**config.mk**
```make
export PLATFORM = sky130hd
export DESIGN_NAME = multicycle_ctrl_flat
export DESIGN_NICKNAME = d
export VERILOG_FILES = /design/src/rtl/multicycle_ctrl_if.sv /design/src/rtl/multicycle_ctrl.sv /design/src/flat_wrapper.sv
export SDC_FILE = /design/constraint.sdc
export NUM_CORES = 1
export LEC_CHECK = 0
export ABC_AREA = 1
export BUFFER_PORTS_ARGS = -buffer_cell sky130_fd_sc_hd__buf_4
export CELL_PAD_IN_SITES_DETAIL_PLACEMENT = 0
export CELL_PAD_IN_SITES_GLOBAL_PLACEMENT = 1
export CORE_AREA = 2 2 57 59
export DETAILED_ROUTE_END_ITERATION = 10
export DIE_AREA = 0 0 59 61
export PLACE_DENSITY_LB_ADDON = 0.1
export SYNTH_ARGS = -nofsm -noshare
export SYNTH_HDL_FRONTEND = slang
export SYNTH_SLANG_ARGS = --single-unit
```
**constraint.sdc**
```tcl
create_clock -name clk -period 1.3 [get_ports clk]
set_clock_uncertainty 0.2 [all_clocks]
set_input_delay 0.065 -clock clk [delete_from_list [all_inputs] [get_ports clk]]
set_output_delay 0.065 -clock clk [all_outputs]
set_load 0.02 [all_outputs]
```
**src/rtl/multicycle_ctrl_if.sv**
```systemverilog
// Control-unit bus: the opcode and zero flag come in from the datapath, and the mux selects and strobes go back out.
// There is no handshake; every signal is level-valued and is sampled once per clock.
interface multicycle_ctrl_if;
  logic [5:0] Op;
  logic       Zero;
  logic       PCEn;
  logic       PCWrite;
  logic       IorD;
  logic       MemWrite;
  logic       IRWrite;
  logic       RegDst;
  logic       MemToReg;
  logic       RegWrite;
  logic       AluSrcA;
  logic [1:0] AluSrcB;
  logic [2:0] AluOp;
  logic [1:0] PCSrc;
  logic       Branch;
  logic       Bne;
  logic       ExtOp;
  logic       IllegalOp;
  logic [3:0] State;

  modport master (
    input  Op, Zero,
    output PCEn, PCWrite, IorD, MemWrite, IRWrite, RegDst, MemToReg, RegWrite,
           AluSrcA, AluSrcB, AluOp, PCSrc, Branch, Bne, ExtOp, IllegalOp, State
  );

  modport slave (
    output Op, Zero,
    input  PCEn, PCWrite, IorD, MemWrite, IRWrite, RegDst, MemToReg, RegWrite,
           AluSrcA, AluSrcB, AluOp, PCSrc, Branch, Bne, ExtOp, IllegalOp, State
  );
endinterface

```
**src/rtl/multicycle_ctrl.sv**
```systemverilog
// Multicycle MIPS control unit: a Moore FSM that sequences each instruction over the shared memory/ALU datapath.
// Memory states (FETCH, MEMRD, MEMWR) stretch by MEM_WAIT cycles using a wait counter.
module multicycle_ctrl #(
  parameter int MEM_WAIT = 0,
  parameter int CNT_W    = 4
) (
  input logic            clk,
  input logic            reset,
  multicycle_ctrl_if.master ctrl_bus
);

  typedef enum logic [3:0] {
    S_FETCH   = 4'd0,
    S_DECODE  = 4'd1,
    S_MEMADR  = 4'd2,
    S_MEMRD   = 4'd3,
    S_MEMWB   = 4'd4,
    S_MEMWR   = 4'd5,
    S_RTEXE   = 4'd6,
    S_ALUWB   = 4'd7,
    S_ITEXE   = 4'd8,
    S_ITWB    = 4'd9,
    S_BEQ     = 4'd10,
    S_BNE     = 4'd11,
    S_JUMP    = 4'd12,
    S_ILLEGAL = 4'd13
  } state_t;

  localparam logic [5:0] OP_RTYPE = 6'b000000;
  localparam logic [5:0] OP_LW    = 6'b100011;
  localparam logic [5:0] OP_SW    = 6'b101011;
  localparam logic [5:0] OP_ADDI  = 6'b001000;
  localparam logic [5:0] OP_ANDI  = 6'b001100;
  localparam logic [5:0] OP_ORI   = 6'b001101;
  localparam logic [5:0] OP_SLTI  = 6'b001010;
  localparam logic [5:0] OP_BEQ   = 6'b000100;
  localparam logic [5:0] OP_BNE   = 6'b000101;
  localparam logic [5:0] OP_J     = 6'b000010;

  state_t           r_state;
  state_t           w_next;
  logic [CNT_W-1:0] r_cnt;
  logic [CNT_W-1:0] w_cnt_next;
  logic             w_mem;
  logic             w_done;

  always_ff @(posedge clk or posedge reset) begin
    if (reset) begin
      r_state <= S_FETCH;
      r_cnt   <= '0;
    end else begin
      r_state <= w_next;
      r_cnt   <= w_cnt_next;
    end
  end

  assign w_mem  = (r_state == S_FETCH) || (r_state == S_MEMRD) || (r_state == S_MEMWR);
  assign w_done = (r_cnt == CNT_W'(MEM_WAIT));

  // The counter returns to zero on every exit from a memory state, so it is already clear on the next entry.
  always_comb begin
    w_next     = S_FETCH;
    w_cnt_next = '0;
    case (r_state)
      S_FETCH:  w_next = w_done ? S_DECODE : S_FETCH;
      S_DECODE: begin
        case (ctrl_bus.Op)
          OP_RTYPE:                         w_next = S_RTEXE;
          OP_LW, OP_SW:                     w_next = S_MEMADR;
          OP_ADDI, OP_ANDI, OP_ORI, OP_SLTI: w_next = S_ITEXE;
          OP_BEQ:                           w_next = S_BEQ;
          OP_BNE:                           w_next = S_BNE;
          OP_J:                             w_next = S_JUMP;
          default:                          w_next = S_ILLEGAL;
        endcase
      end
      S_MEMADR: w_next = (ctrl_bus.Op == OP_SW) ? S_MEMWR : S_MEMRD;
      S_MEMRD:  w_next = w_done ? S_MEMWB : S_MEMRD;
      S_MEMWR:  w_next = w_done ? S_FETCH : S_MEMWR;
      S_RTEXE:  w_next = S_ALUWB;
      S_ITEXE:  w_next = S_ITWB;
      default:  w_next = S_FETCH;
    endcase
    if (w_mem && !w_done) w_cnt_next = r_cnt + CNT_W'(1);
  end

  always_comb begin
    ctrl_bus.PCWrite   = 1'b0;
    ctrl_bus.IorD      = 1'b0;
    ctrl_bus.MemWrite  = 1'b0;
    ctrl_bus.IRWrite   = 1'b0;
    ctrl_bus.RegDst    = 1'b0;
    ctrl_bus.MemToReg  = 1'b0;
    ctrl_bus.RegWrite  = 1'b0;
    ctrl_bus.AluSrcA   = 1'b0;
    ctrl_bus.AluSrcB   = 2'b00;
    ctrl_bus.AluOp     = 3'b010;
    ctrl_bus.PCSrc     = 2'b00;
    ctrl_bus.Branch    = 1'b0;
    ctrl_bus.Bne       = 1'b0;
    ctrl_bus.ExtOp     = 1'b0;
    ctrl_bus.IllegalOp = 1'b0;
    case (r_state)
      S_FETCH: begin
        ctrl_bus.AluSrcB = 2'b01;
        ctrl_bus.PCWrite = w_done;
        ctrl_bus.IRWrite = w_done;
      end
      S_DECODE: begin
        ctrl_bus.AluSrcB = 2'b11;
        ctrl_bus.ExtOp   = 1'b1;
      end
      S_MEMADR: begin
        ctrl_bus.AluSrcA = 1'b1;
        ctrl_bus.AluSrcB = 2'b10;
        ctrl_bus.ExtOp   = 1'b1;
      end
      S_MEMRD: ctrl_bus.IorD = 1'b1;
      S_MEMWB: begin
        ctrl_bus.MemToReg = 1'b1;
        ctrl_bus.RegWrite = 1'b1;
      end
      S_MEMWR: begin
        ctrl_bus.IorD     = 1'b1;
        ctrl_bus.MemWrite = 1'b1;
      end
      S_RTEXE: begin
        ctrl_bus.AluSrcA = 1'b1;
        ctrl_bus.AluOp   = 3'b100;
      end
      S_ALUWB: begin
        ctrl_bus.RegDst   = 1'b1;
        ctrl_bus.RegWrite = 1'b1;
      end
      S_ITEXE: begin
        ctrl_bus.AluSrcA = 1'b1;
        ctrl_bus.AluSrcB = 2'b10;
        case (ctrl_bus.Op)
          OP_ANDI: ctrl_bus.AluOp = 3'b000;
          OP_ORI:  ctrl_bus.AluOp = 3'b001;
          OP_SLTI: begin
            ctrl_bus.ExtOp = 1'b1;
            ctrl_bus.AluOp = 3'b111;
          end
          default: ctrl_bus.ExtOp = 1'b1;
        endcase
      end
      S_ITWB: ctrl_bus.RegWrite = 1'b1;
      S_BEQ, S_BNE: begin
        ctrl_bus.AluSrcA = 1'b1;
        ctrl_bus.AluOp   = 3'b110;
        ctrl_bus.PCSrc   = 2'b01;
        ctrl_bus.Branch  = (r_state == S_BEQ);
        ctrl_bus.Bne     = (r_state == S_BNE);
      end
      S_JUMP: begin
        ctrl_bus.PCSrc   = 2'b10;
        ctrl_bus.PCWrite = 1'b1;
      end
      S_ILLEGAL: ctrl_bus.IllegalOp = 1'b1;
      default: ;
    endcase
  end

  assign ctrl_bus.PCEn  = ctrl_bus.PCWrite | (ctrl_bus.Branch & ctrl_bus.Zero) |
                          (ctrl_bus.Bne & ~ctrl_bus.Zero);
  assign ctrl_bus.State = r_state;

endmodule

```
**src/flat_wrapper.sv**
```systemverilog
// flat-port wrapper written by rule: the top's interface ports become plain ports
module multicycle_ctrl_flat 
#(
  parameter int MEM_WAIT = 0,
  parameter int CNT_W    = 4
)
  (clk, reset, ctrl_bus_Op, ctrl_bus_Zero, ctrl_bus_PCEn, ctrl_bus_PCWrite, ctrl_bus_IorD, ctrl_bus_MemWrite, ctrl_bus_IRWrite, ctrl_bus_RegDst, ctrl_bus_MemToReg, ctrl_bus_RegWrite, ctrl_bus_AluSrcA, ctrl_bus_AluSrcB, ctrl_bus_AluOp, ctrl_bus_PCSrc, ctrl_bus_Branch, ctrl_bus_Bne, ctrl_bus_ExtOp, ctrl_bus_IllegalOp, ctrl_bus_State);
  multicycle_ctrl_if ctrl_bus_i ();
  input logic clk;
  input logic reset;
  input wire logic [$bits(ctrl_bus_i.Op)-1:0] ctrl_bus_Op;
  input wire logic [$bits(ctrl_bus_i.Zero)-1:0] ctrl_bus_Zero;
  output wire logic [$bits(ctrl_bus_i.PCEn)-1:0] ctrl_bus_PCEn;
  output wire logic [$bits(ctrl_bus_i.PCWrite)-1:0] ctrl_bus_PCWrite;
  output wire logic [$bits(ctrl_bus_i.IorD)-1:0] ctrl_bus_IorD;
  output wire logic [$bits(ctrl_bus_i.MemWrite)-1:0] ctrl_bus_MemWrite;
  output wire logic [$bits(ctrl_bus_i.IRWrite)-1:0] ctrl_bus_IRWrite;
  output wire logic [$bits(ctrl_bus_i.RegDst)-1:0] ctrl_bus_RegDst;
  output wire logic [$bits(ctrl_bus_i.MemToReg)-1:0] ctrl_bus_MemToReg;
  output wire logic [$bits(ctrl_bus_i.RegWrite)-1:0] ctrl_bus_RegWrite;
  output wire logic [$bits(ctrl_bus_i.AluSrcA)-1:0] ctrl_bus_AluSrcA;
  output wire logic [$bits(ctrl_bus_i.AluSrcB)-1:0] ctrl_bus_AluSrcB;
  output wire logic [$bits(ctrl_bus_i.AluOp)-1:0] ctrl_bus_AluOp;
  output wire logic [$bits(ctrl_bus_i.PCSrc)-1:0] ctrl_bus_PCSrc;
  output wire logic [$bits(ctrl_bus_i.Branch)-1:0] ctrl_bus_Branch;
  output wire logic [$bits(ctrl_bus_i.Bne)-1:0] ctrl_bus_Bne;
  output wire logic [$bits(ctrl_bus_i.ExtOp)-1:0] ctrl_bus_ExtOp;
  output wire logic [$bits(ctrl_bus_i.IllegalOp)-1:0] ctrl_bus_IllegalOp;
  output wire logic [$bits(ctrl_bus_i.State)-1:0] ctrl_bus_State;
  assign ctrl_bus_i.Op = ctrl_bus_Op;
  assign ctrl_bus_i.Zero = ctrl_bus_Zero;
  assign ctrl_bus_PCEn = ctrl_bus_i.PCEn;
  assign ctrl_bus_PCWrite = ctrl_bus_i.PCWrite;
  assign ctrl_bus_IorD = ctrl_bus_i.IorD;
  assign ctrl_bus_MemWrite = ctrl_bus_i.MemWrite;
  assign ctrl_bus_IRWrite = ctrl_bus_i.IRWrite;
  assign ctrl_bus_RegDst = ctrl_bus_i.RegDst;
  assign ctrl_bus_MemToReg = ctrl_bus_i.MemToReg;
  assign ctrl_bus_RegWrite = ctrl_bus_i.RegWrite;
  assign ctrl_bus_AluSrcA = ctrl_bus_i.AluSrcA;
  assign ctrl_bus_AluSrcB = ctrl_bus_i.AluSrcB;
  assign ctrl_bus_AluOp = ctrl_bus_i.AluOp;
  assign ctrl_bus_PCSrc = ctrl_bus_i.PCSrc;
  assign ctrl_bus_Branch = ctrl_bus_i.Branch;
  assign ctrl_bus_Bne = ctrl_bus_i.Bne;
  assign ctrl_bus_ExtOp = ctrl_bus_i.ExtOp;
  assign ctrl_bus_IllegalOp = ctrl_bus_i.IllegalOp;
  assign ctrl_bus_State = ctrl_bus_i.State;
  multicycle_ctrl #(.MEM_WAIT(MEM_WAIT), .CNT_W(CNT_W)) u_core (.clk(clk), .reset(reset), .ctrl_bus(ctrl_bus_i));
endmodule
```
==> metrics.csv, run 1 <==
metric;value;unit
place.port_buffers;32;
power_switching_share;48.0;%
synth_top_family_by_area;simple AND/OR/NAND/NOR gates;
vdd_ir_drop_max;0.00122;V
final_max_slew_violation_count;0;
layout.cells.non_filler;238;
power.share.sequential;13.3;%
synth_cells;132;
route.top_layer_used;met4;
crit_path_start_kind;flop;
grt.overflow.total;0;
post_synth.cell_area_avg;6.09;um2
internal_power;1650;uW
dpl_worst_slack;-211;ps
cts_inserted_buffers;3;
status;finished with violations;
design.die.area;0.00360;mm2
synthMuxAreaShare;0;%
timing.final.crit_share;132;%
totalNegativeSetupSlack;-7480;ps
grt_setup_unrepaired;true;
clk_latency;240;ps
layout.nets;217;
violations;negative setup slack;
timing.final.setup_violations;29;
grtUsageTotal;14.6;%
netlist.area_leader.share;24.9;%
share_comb_of_total_power;80.8;%
gp_congestion;0.818;
ys_ff_latch;8;
net_count_synth;143;
core;0.00295;mm2
cellPowerDensity;1850;mW/mm2
drcViolationCount;0;
synth-simple-area-share;49.0;%
finish.utilization;57.9;%
synth_area;805;um2
chipWidth;59;um
detailroute.wirelength.met3;52;um
cp.arrival;1450;ps
pwr-share-clk;5.9;%
iteration_0_drc_markers;10;
total_wirelength;2560;um
post-route-min-period;1720;ps
tritoncts;built;
drtPass1Iterations;4;
number_of_synthesis_warnings;0;
via_count_of_the_first_global_routing_pass;1009;
cts_root_buf;clkbuf_4;
route.detailed.vias_per_inst;4.39;
fillerInstances;290;
yosys.area.top_type;dfrtp_1;
timing_worst_slew_pin_value;283;ps
synthTopCellsByArea;dfrtp_1 (25%), nand2_1 (13%), nor2_1 (12%);
overall_power;3170;uW
maxSlewHeadroom;81.1;%
fin_ws;-419;ps
grt_max_degree;9;
wl_met1;1090;um
path_clk_slew;50;ps
static-leakage-power;0.000863;uW
net-switching-power;1520;uW
synth_xor_xnor_area_share;2.18;%
end_kind;output pin;
fp.dieH;61;um
io_pins;33;
yosysSeqAreaShare;24.9;%
placement_rows;20;
syn2layout_area_growth;113;%
antenna_left;0;
cts_buffer_depth;2;
first_pass_grt_wire_length;4080;um
timing.final.hold_violations;0;
hold_path_class;input port to flop;
met2_wirelength;1400;um
ys_types;21;
wl_per_cell;10.8;um
initial_core_util;27.2;%
post_route_cells_drive_above_1_share;59.5;%
place.detailed.hpwl;1930;um
h_tree_depth;1;
vias;1046;
post_synth_fa_ha_maj_area_fraction;3.11;%
synth_compound_area_share;8.71;%
path_class;flop to output pin;
worst-endpoint-required;1030;ps
diodes;0;
placed_cells;223;
clock_sink_count;8;
grt_antenna_before_repair;0;
clock.fmax;582;MHz
critical_path_peak_fanout;5;
drv.max_cap_violation_count;0;
-- metrics by stage --
stage | hold WS [ps] | cell area (um2)
3_3_place_gp | -168 | 1320
4_1_cts | 13.3 | 1520
5_1_grt | 51.9 | 1710
2_1_floorplan | -320 | 845
3_5_place_dp | -172 | 1320
6_report | 18.9 | 1710
-- area by class of cell --
| type | instances | area [um2] | area share, % |
|---|---|---|---|
| repair buffers | 69 | 636 | 37.2 |
| inverters | 26 | 118 | 6.88 |
| flip-flops and latches | 8 | 205 | 12.0 |
| well taps | 33 | 41.3 | 2.41 |
| clock buffers | 4 | 26.3 | 1.54 |
| multi-input cells | 98 | 684 | 40.0 |
-- path summary, 6_finish.rpt --
check,start,endpoint,slack (ps),cells after the start
worst max-delay path,u_core.ctrl_bus.State[3]$_DFF_PP0_,ctrl_bus_PCEn,-420,6
worst min register to register,u_core.r_cnt[0]$_DFF_PP0_,u_core.r_cnt[0]$_DFF_PP0_,330,2
worst min-delay path,ctrl_bus_Op[1],u_core.ctrl_bus.State[0]$_DFF_PP0_,20,6
min in group asynchronous,reset,u_core.ctrl_bus.State[0]$_DFF_PP0_,110,3
worst max register to register,u_core.ctrl_bus.State[0]$_DFF_PP0_,u_core.ctrl_bus.State[0]$_DFF_PP0_,-280,8
max in group asynchronous,reset,u_core.ctrl_bus.State[3]$_DFF_PP0_,550,3
-- power by group through the flow --
| stage | registers [uW] | clock network (uW) | logic [uW] |
|---|---|---|---|
| 2_1_floorplan | 439 | 0 | 953 |
| 3_5_place_dp | 401 | 0 | 1810 |
| 6_report | 422 | 188 | 2560 |
| 4_1_cts | 391 | 198 | 2110 |
| 3_3_place_gp | 400 | 0 | 1810 |
| 5_1_grt | 432 | 226 | 2720 |
-- synthesized netlist by cell type --
library cell,n
a21oi_1,2
dfrtp_1,8
ha_1,2
inv_1,17
inv_2,9
nand2_1,27
nand2_2,5
nand3_1,11
nand4_1,2
nor2_1,26
nor2_2,4
nor2_4,5
nor3_1,1
nor3_2,1
o211ai_1,1
o21ai_0,4
o21ai_1,3
o21ai_2,1
o311ai_1,1
xnor2_1,1
xor2_1,1
-- layout by cell type (no fill, tap or decap), drive strengths merged --
cell type     n
a21oi         2
buf          68
clkbuf        4
clkinv        1
dfrtp         8
dlygate4sd3   1
ha            2
inv          25
nand2        32
nand3        11
nand4         2
nor2         35
nor3          2
o211ai        1
o21ai         8
o311ai        1
xnor2         1
xor2          1
-- sequential cells by signal, summed over array words and instances (netlist names) --
register,cells
u_core.ctrl_bus.State,4
u_core.r_cnt,4
-- what timing repair did --
item | CTS | global route
setup endpoints to repair | 28 | 29
resized for setup | 26 | 36
buffers inserted | 5 | 5
pin swaps | 6 | 6
hold endpoints to repair | 8 | 0
hold buffers | 1 | 0
-- logic make-up after synthesis --
family          count (synthesis)
flops                           8
compound gates                 12
fa+ha+maj                       2
simple gates                   82
buf+inv                        26
xor+xnor                        2
-- critical path, cell delays in order (launching register included) --
cell and delay (ps):
dfrtp_2 480, nor2_4 190, nand2_1 130, nor2_4 130, nor2_4 50, o311ai_4 60
buf_6 160
-- per-layer routing --
layer  vias to the layer above  GRT usage (%)
met5                         -              0
met4                         0           3.90
met3                         2           1.28
met2                        17           27.0
met1                       470           18.1
li1                        557              -
No activity file was read; power rests on OpenSTA's default activity.
==> inputs of run 2 (changes only) <==
Settings changed: PLACE_DENSITY from default to 0.71, PLACE_DENSITY_LB_ADDON 0.1 to default.
==> run 2 against run 1 <==
The run still ends with negative setup slack left. Worst hold slack got worse by 0.80 ps. Flip-flop and latch count unchanged. Utilization increased by 4.9 points. Count of clock-buffer cells in the layout unchanged. Setup slack got worse by 6.9 ps. Via count increased by 6.5%. Critical path depth increased by 1. First-iteration DRC count increased by 70%. Non-clock buffer count increased by 8.
==> metrics.csv, run 2 (synthesis results as in run 1) <==
metric;value;unit;change
first_pass_grt_wire_length;4490;um;+10%
syn2layout_area_growth;131;%;
static-leakage-power;0.000955;uW;+11%
total_wirelength;2980;um;+16%
vias;1114;;+6.5%
most-common-layout-cells;buf_6 (38), buf_4 (37), nand2_1 (19), nor2_4 (16), nor2_1 (13);;
post_route_cells_drive_above_1_share;67.6;%;+8.1 points
layout.cells.most_common;buf_6;;
fp.dieH;61;um;unchanged
critical_path.endpoint;ctrl_bus_PCEn;;
tritoncts;built;;
crit-reg2reg-launch;u_core.ctrl_bus.State[3]$_DFF_PP0_;;
grt_setup_unrepaired;true;;
overall_power;3470;uW;+9.4%
holdPathStages;6;;unchanged
diodes;0;;unchanged
cp.arrival;1460;ps;about the same
dpl_worst_slack;-213;ps;-1.26 ps
rr_endpoint;u_core.ctrl_bus.State[0]$_DFF_PP0_;;
timing.final.setup_violations;28;;-3.4%
place.port_buffers;32;;unchanged
cellPowerDensity;1870;mW/mm2;+0.80%
design.die.area;0.00360;mm2;unchanged
route.detailed.vias_per_inst;4.53;;+3.0%
core;0.00295;mm2;unchanged
violations;negative setup slack;;
status;finished with violations;;
clk_latency;250;ps;about the same
via_count_of_the_first_global_routing_pass;1113;;+10%
r2r_cells;8;;unchanged
path_clk_slew;50;ps;about the same
placed_cells;222;;-0.45%
antenna_left;0;;unchanged
placement_rows;20;;unchanged
cts_buffer_depth;2;;unchanged
post-route-min-period;1730;ps;+6.86 ps
clock.fmax;580;MHz;-0.40%
io_pins;33;;unchanged
initial_core_util;27.2;%;unchanged
finish.utilization;62.8;%;+4.9 points
place.detailed.hpwl;2020;um;+4.9%
clock_sink_count;8;;unchanged
drcViolationCount;0;;unchanged
wl_per_cell;12.1;um;+13%
crit_start;u_core.ctrl_bus.State[0]$_DFF_PP0_;;
layout.nets;225;;+3.7%
end_kind;output pin;;
timing.final.hold_violations;0;;unchanged
timing.reg2reg.setup_slack;-300;ps;-20 ps
hold_path_class;input port to flop;;
iteration_0_drc_markers;17;;+7
h_tree_depth;1;;unchanged
final_max_slew_violation_count;0;;unchanged
grt.overflow.total;0;;unchanged
grt_max_degree;9;;unchanged
fin_ws;-426;ps;-6.87 ps
layout.cells.non_filler;246;;+3.4%
timing.final.crit_share;133;%;+0.53 points
cts_root_buf;clkbuf_4;;
path_class;flop to output pin;;
vdd_ir_drop_max;0.000512;V;-58%
totalNegativeSetupSlack;-7710;ps;-235 ps
grt_antenna_before_repair;0;;unchanged
crit_path_start_kind;flop;;
drv.max_cap_violation_count;0;;unchanged
grtUsageTotal;16.5;%;+2.0 points
drtPass1Iterations;4;;unchanged
worst-endpoint-required;1030;ps;about the same
cts_inserted_buffers;3;;unchanged
critical_path_peak_fanout;2;;-3
maxSlewHeadroom;79.3;%;-1.8 points
gp_congestion;0.831;;+1.6%
timing_worst_slew_pin_value;310;ps;+26.9 ps
chipWidth;59;um;unchanged
run 2: cell types whose count changed in the layout (fill, tap and decap cells not counted), sizes merged:
cell,before,now
buf,68,75
inv,25,26
clkinv,1,0
dlygate4sd3,1,2
run 2: metal layers:
metal | track usage, % | share of wire [%] | up-vias
li1 | - | - | 576
met1 | 16.0 | 35 | 495
met2 | 33.0 | 58 | 35
met3 | 1.07 | 4.1 | 8
met4 | 11.4 | 3.0 | 0
met5 | 0 | 0 | -
run 2: metrics by stage:
step / cell area, um2 / hold WS (ps)
finish: 1860 / 18.1
global route: 1860 / 32.3
CTS: 1650 / 9.97
detailed placement: 1310 / -167
global placement: 1310 / -174
floorplan: 845 / -320
run 2: how the worst min path moves through the flow:
stage | startpoint | slack [ps] | end
after global placement | reset | -170 | u_core.r_cnt[0]$_DFF_PP0_
after global routing | ctrl_bus_Op[2] | 30 | u_core.ctrl_bus.State[0]$_DFF_PP0_
after floorplan | reset | -320 | u_core.r_cnt[0]$_DFF_PP0_
final | ctrl_bus_Op[1] | 20 | u_core.ctrl_bus.State[0]$_DFF_PP0_
after CTS | ctrl_bus_Op[1] | 10 | u_core.ctrl_bus.State[0]$_DFF_PP0_
after detailed placement | reset | -170 | u_core.r_cnt[3]$_DFF_PP0_
run 2: final cells by class:
class / count / area [um2]
flip-flops and latches: 8 / 205
fillers: 243 / 1100
clock buffers: 4 / 26.3
repair buffers: 77 / 726
multi-input cells: 98 / 752
inverters: 26 / 105
well taps: 33 / 41.3
run 2: where the power goes:
part	total, uW	leakage [uW]	switching (uW)	internal [uW]
Sequential	402	0.000102	95.7	307
Combinational	2860	0.000838	1470	1390
Clock	203	0.0000150	85.5	117
Total	3470	0.000955	1650	1810
run 2: critical path, stage by stage (launching register included):
cell and delay (ps):
dfrtp_2 430, nor2_4 150, buf_4 150, nand2_4 60, nor2_4 120, nor2_2 70, o311ai_4 60, buf_6 160
run 2: timing repair:
item / CTS / global route
hold buffers: 2 / 0
resized for setup: 47 / 46
endpoints found under the setup margin: 28 / 28
pin swaps: 17 / 13
buffers inserted: 15 / 6
endpoints found under the hold margin: 9 / 0
==> inputs of run 3 (changes only) <==
Settings changed: ABC_AREA 1 to default, CORE_AREA 2 2 57 59 to 2 2 58 60, DIE_AREA 0 0 59 61 to 0 0 60 62, PLACE_DENSITY 0.71 to 0.72.
==> run 3 against run 2 <==
The flow still finishes with violations (negative setup slack). Flip-flop and latch count did not move. Die area grew 3.4%. Power up 27%. Count of clock-buffer cells in the layout unchanged. Clock power up 4%. Fmax is 8.4% lower. Critical path depth unchanged. Design area rose by 20%. Highest routed layer unchanged.
==> metrics.csv, run 3 <==
metric;value;unit;change
status;finished with violations;;
violations;negative setup slack;;
static-leakage-power;0.000996;uW;+4.3%
vdd_ir_drop_max;0.000966;V;+89%
synth-simple-area-share;40.1;%;-8.9 points
synthTopCellsByCount;nor2_1 (20), o21ai_0 (10), dfrtp_1 (8), nand2_1 (7);;
timing_worst_slew_pin_value;415;ps;+105 ps
net_count_synth;136;;-4.9%
synth_xor_xnor_area_share;4.74;%;+2.6 points
drv.max_cap_violation_count;0;;unchanged
cts_inserted_buffers;3;;unchanged
vias;1205;;+8.2%
total_wirelength;3360;um;+13%
core;0.00318;mm2;+7.7%
number_of_synthesis_warnings;0;;unchanged
clk_latency;260;ps;about the same
cellPowerDensity;1980;mW/mm2;+5.9%
io_pins;33;;unchanged
layout.nets;224;;-0.44%
synthTopCellsByArea;dfrtp_1 (22%), nor2_1 (8.1%), o21ai_0 (5.4%);;
design.die.area;0.00372;mm2;+3.4%
fp.dieH;62;um;+1.6%
cts_root_buf;clkbuf_4;;
asyncSetResetFlopFracSynth;100;%;unchanged
timing.final.hold_violations;0;;unchanged
ys_types;40;;+90%
power.share.sequential;9.3;%;-2.3 points
hold_ws;22.1;ps;+4.00 ps
final_max_slew_violation_count;0;;unchanged
worst-endpoint-required;1030;ps;about the same
critical_path.slowest_cell;dfrtp_1;;
end_kind;output pin;;
crit-reg2reg-launch;u_core.ctrl_bus.State[2]$_DFF_PP0_;;
synth_area;923;um2;+15%
postPlaceCellArea;0.00163;mm2;+24%
fin_ws;-584;ps;-159 ps
post_synth.cell_area_avg;7.39;um2;+21%
power_switching_share;42.5;%;-5.2 points
pwr-share-clk;4.8;%;-1.1 points
critical_path_peak_fanout;2;;unchanged
yosysSeqAreaShare;21.7;%;-3.2 points
ys_ff_latch;8;;unchanged
drtPass1Iterations;4;;unchanged
timing.final.setup_violations;31;;+11%
drcViolationCount;0;;unchanged
timing.final.crit_share;145;%;+12 points
synth_top_family_by_area;simple AND/OR/NAND/NOR gates;;
grt_antenna_before_repair;0;;unchanged
timing.reg2reg.setup_slack;-430;ps;-130 ps
r2r_cells;7;;-1
crit_path_cell_trace;inv_1, ha_2, nor3b_4, and3_4, or2_4, a21o_1, buf_6;;
h_tree_depth;1;;unchanged
place.detailed.hpwl;2240;um;+11%
totalNegativeSetupSlack;-10900;ps;-3180 ps
cts_buffer_depth;2;;unchanged
antenna_left;0;;unchanged
path_clk_slew;50;ps;about the same
cp_num_buf_inv;2;;unchanged
share_comb_of_total_power;85.9;%;+3.4 points
place.port_buffers;32;;unchanged
largest_stage_delay_on_the_critical_path;340;ps;-90 ps
first_pass_grt_wire_length;5330;um;+19%
post_synth_fa_ha_maj_area_fraction;2.71;%;-0.40 points
crit_path_start_kind;flop;;
critical_path.endpoint;ctrl_bus_PCEn;;
iteration_0_drc_markers;25;;+8
internal_power;2530;uW;+39%
grt_max_degree;10;;+1
layout.cells.most_common;buf_6;;
post-route-min-period;1880;ps;+159 ps
synthFlopType;dfrtp_1;;
synth_compound_area_share;17.1;%;+8.4 points
chipWidth;60;um;+1.7%
most-common-layout-cells;buf_6 (51), buf_4 (36), nor2_1 (11), nor2_4 (7);;
clock.fmax;531;MHz;-8.4%
path_class;flop to output pin;;
synthMuxAreaShare;0;%;unchanged
hp-start;ctrl_bus_Op[1];;
net-switching-power;1870;uW;+13%
via_count_of_the_first_global_routing_pass;1170;;+5.1%
syn2layout_area_growth;141;%;
gp_congestion;0.718;;-14%
diodes;0;;unchanged
rr_endpoint;u_core.ctrl_bus.State[0]$_DFF_PP0_;;
synth_edf_count;0;;unchanged
synth_cells;125;;-5.3%
tritoncts;built;;
yosys.area.top_type;dfrtp_1;;
netlist.area_leader.share;21.7;%;-3.2 points
maxSlewHeadroom;71.6;%;-7.7 points
wl_per_cell;13.0;um;+7.5%
placement_rows;21;;+5.0%
grtUsageTotal;19.3;%;+2.8 points
route.detailed.vias_per_inst;4.67;;+3.1%
grt_setup_unrepaired;true;;
grt.overflow.total;0;;unchanged
hold_path_class;input port to flop;;
clock_sink_count;8;;unchanged
design_area;0.00222;mm2;+20%
most_common_cell_in_the_synthesized_netlist;nor2_1;;
cp.depth;7;;unchanged
worst_path_dominant_cell_family;simple AND/OR/NAND/NOR gates;;
initial_core_util;29.0;%;+1.8 points
cp.arrival;1620;ps;+160 ps
overall_power;4400;uW;+27%
post_route_cells_drive_above_1_share;70.8;%;+3.1 points
crit_start;u_core.r_cnt[0]$_DFF_PP0_;;
-- run 3: cell types whose count changed after synthesis, moves of 6 or more --
cell,previous run,this run
nand2b_1,0,6
nand3_1,11,4
nand2_1,27,7
inv_2,9,0
o21ai_0,4,10
inv_1,17,6
nor2_1,26,20
-- run 3: worst min-delay path by stage --
stage / to / slack [ps] / cells after the start
6_report: u_core.ctrl_bus.State[1]$_DFF_PP0_ / 20 / 4
5_1_grt: u_core.ctrl_bus.State[1]$_DFF_PP0_ / 30 / 5
4_1_cts: u_core.ctrl_bus.State[1]$_DFF_PP0_ / 10 / 5
3_5_place_dp: u_core.r_cnt[1]$_DFF_PP0_ / -160 / 2
3_3_place_gp: u_core.r_cnt[0]$_DFF_PP0_ / -160 / 2
2_1_floorplan: u_core.r_cnt[0]$_DFF_PP0_ / -320 / 1
-- run 3: worst min-delay path, delay by kind of cell --
family	cells	cell delay, ps
AND/OR/NAND/NOR	1	60
AO/OA/AOI/OAI	2	190
buffers and inverters	1	120
-- run 3: metal layers --
| metal | part of all wire (%) | up-vias | track usage, % |
|---|---|---|---|
| met5 | 0 | - | 0 |
| met2 | 59 | 34 | 38.7 |
| met1 | 37 | 557 | 21.4 |
| met3 | 3.1 | 4 | 3.73 |
| met4 | 0.51 | 0 | 2.86 |
| li1 | - | 610 | - |
-- run 3: cell families (layout without fill, tap and decap cells) --
kind of cell | Yosys count | after routing
AO/OA/AOI/OAI | 25 | 25
XOR/XNOR | 5 | 5
adder cells (fa/ha/maj) | 2 | 2
buffers and inverters | 17 | 104
flip-flops | 8 | 8
AND/OR/NAND/NOR | 68 | 68
-- run 3: power by group through the flow --
| stage | Combinational (uW) | Clock [uW] | Sequential, uW |
|---|---|---|---|
| 2_1_floorplan | 1740 | 0 | 421 |
| 3_3_place_gp | 2430 | 0 | 404 |
| 3_5_place_dp | 2480 | 0 | 408 |
| 4_1_cts | 3540 | 215 | 422 |
| 5_1_grt | 4030 | 236 | 418 |
| 6_report | 3780 | 211 | 408 |
-- run 3: layout make-up --
| class | instances | area, um2 |
|---|---|---|
| tap | 46 | 57.6 |
| fill | 243 | 957 |
| sequential | 8 | 205 |
| clock buffer | 4 | 26.3 |
| inverter | 6 | 22.5 |
| timing repair buffer | 94 | 945 |
| multi-input combinational | 100 | 966 |
-- run 3: stage by stage --
stage                     cells  utilization, %  setup slack, ps
final                       258            69.9             -584
after detailed placement    227            51.2             -383
after global routing        258            69.9             -665
after CTS                   256            67.1             -616
after global placement      227            51.2             -364
after floorplan             125               -             -398
-- run 3: what timing repair did --
item / CTS / global route
cloned: 1 / 0
setup buffers: 23 / 7
hold endpoints to repair: 8 / 0
pin swaps: 27 / 17
gates resized for setup: 71 / 24
hold buffers: 1 / 0
setup endpoints to repair: 31 / 32
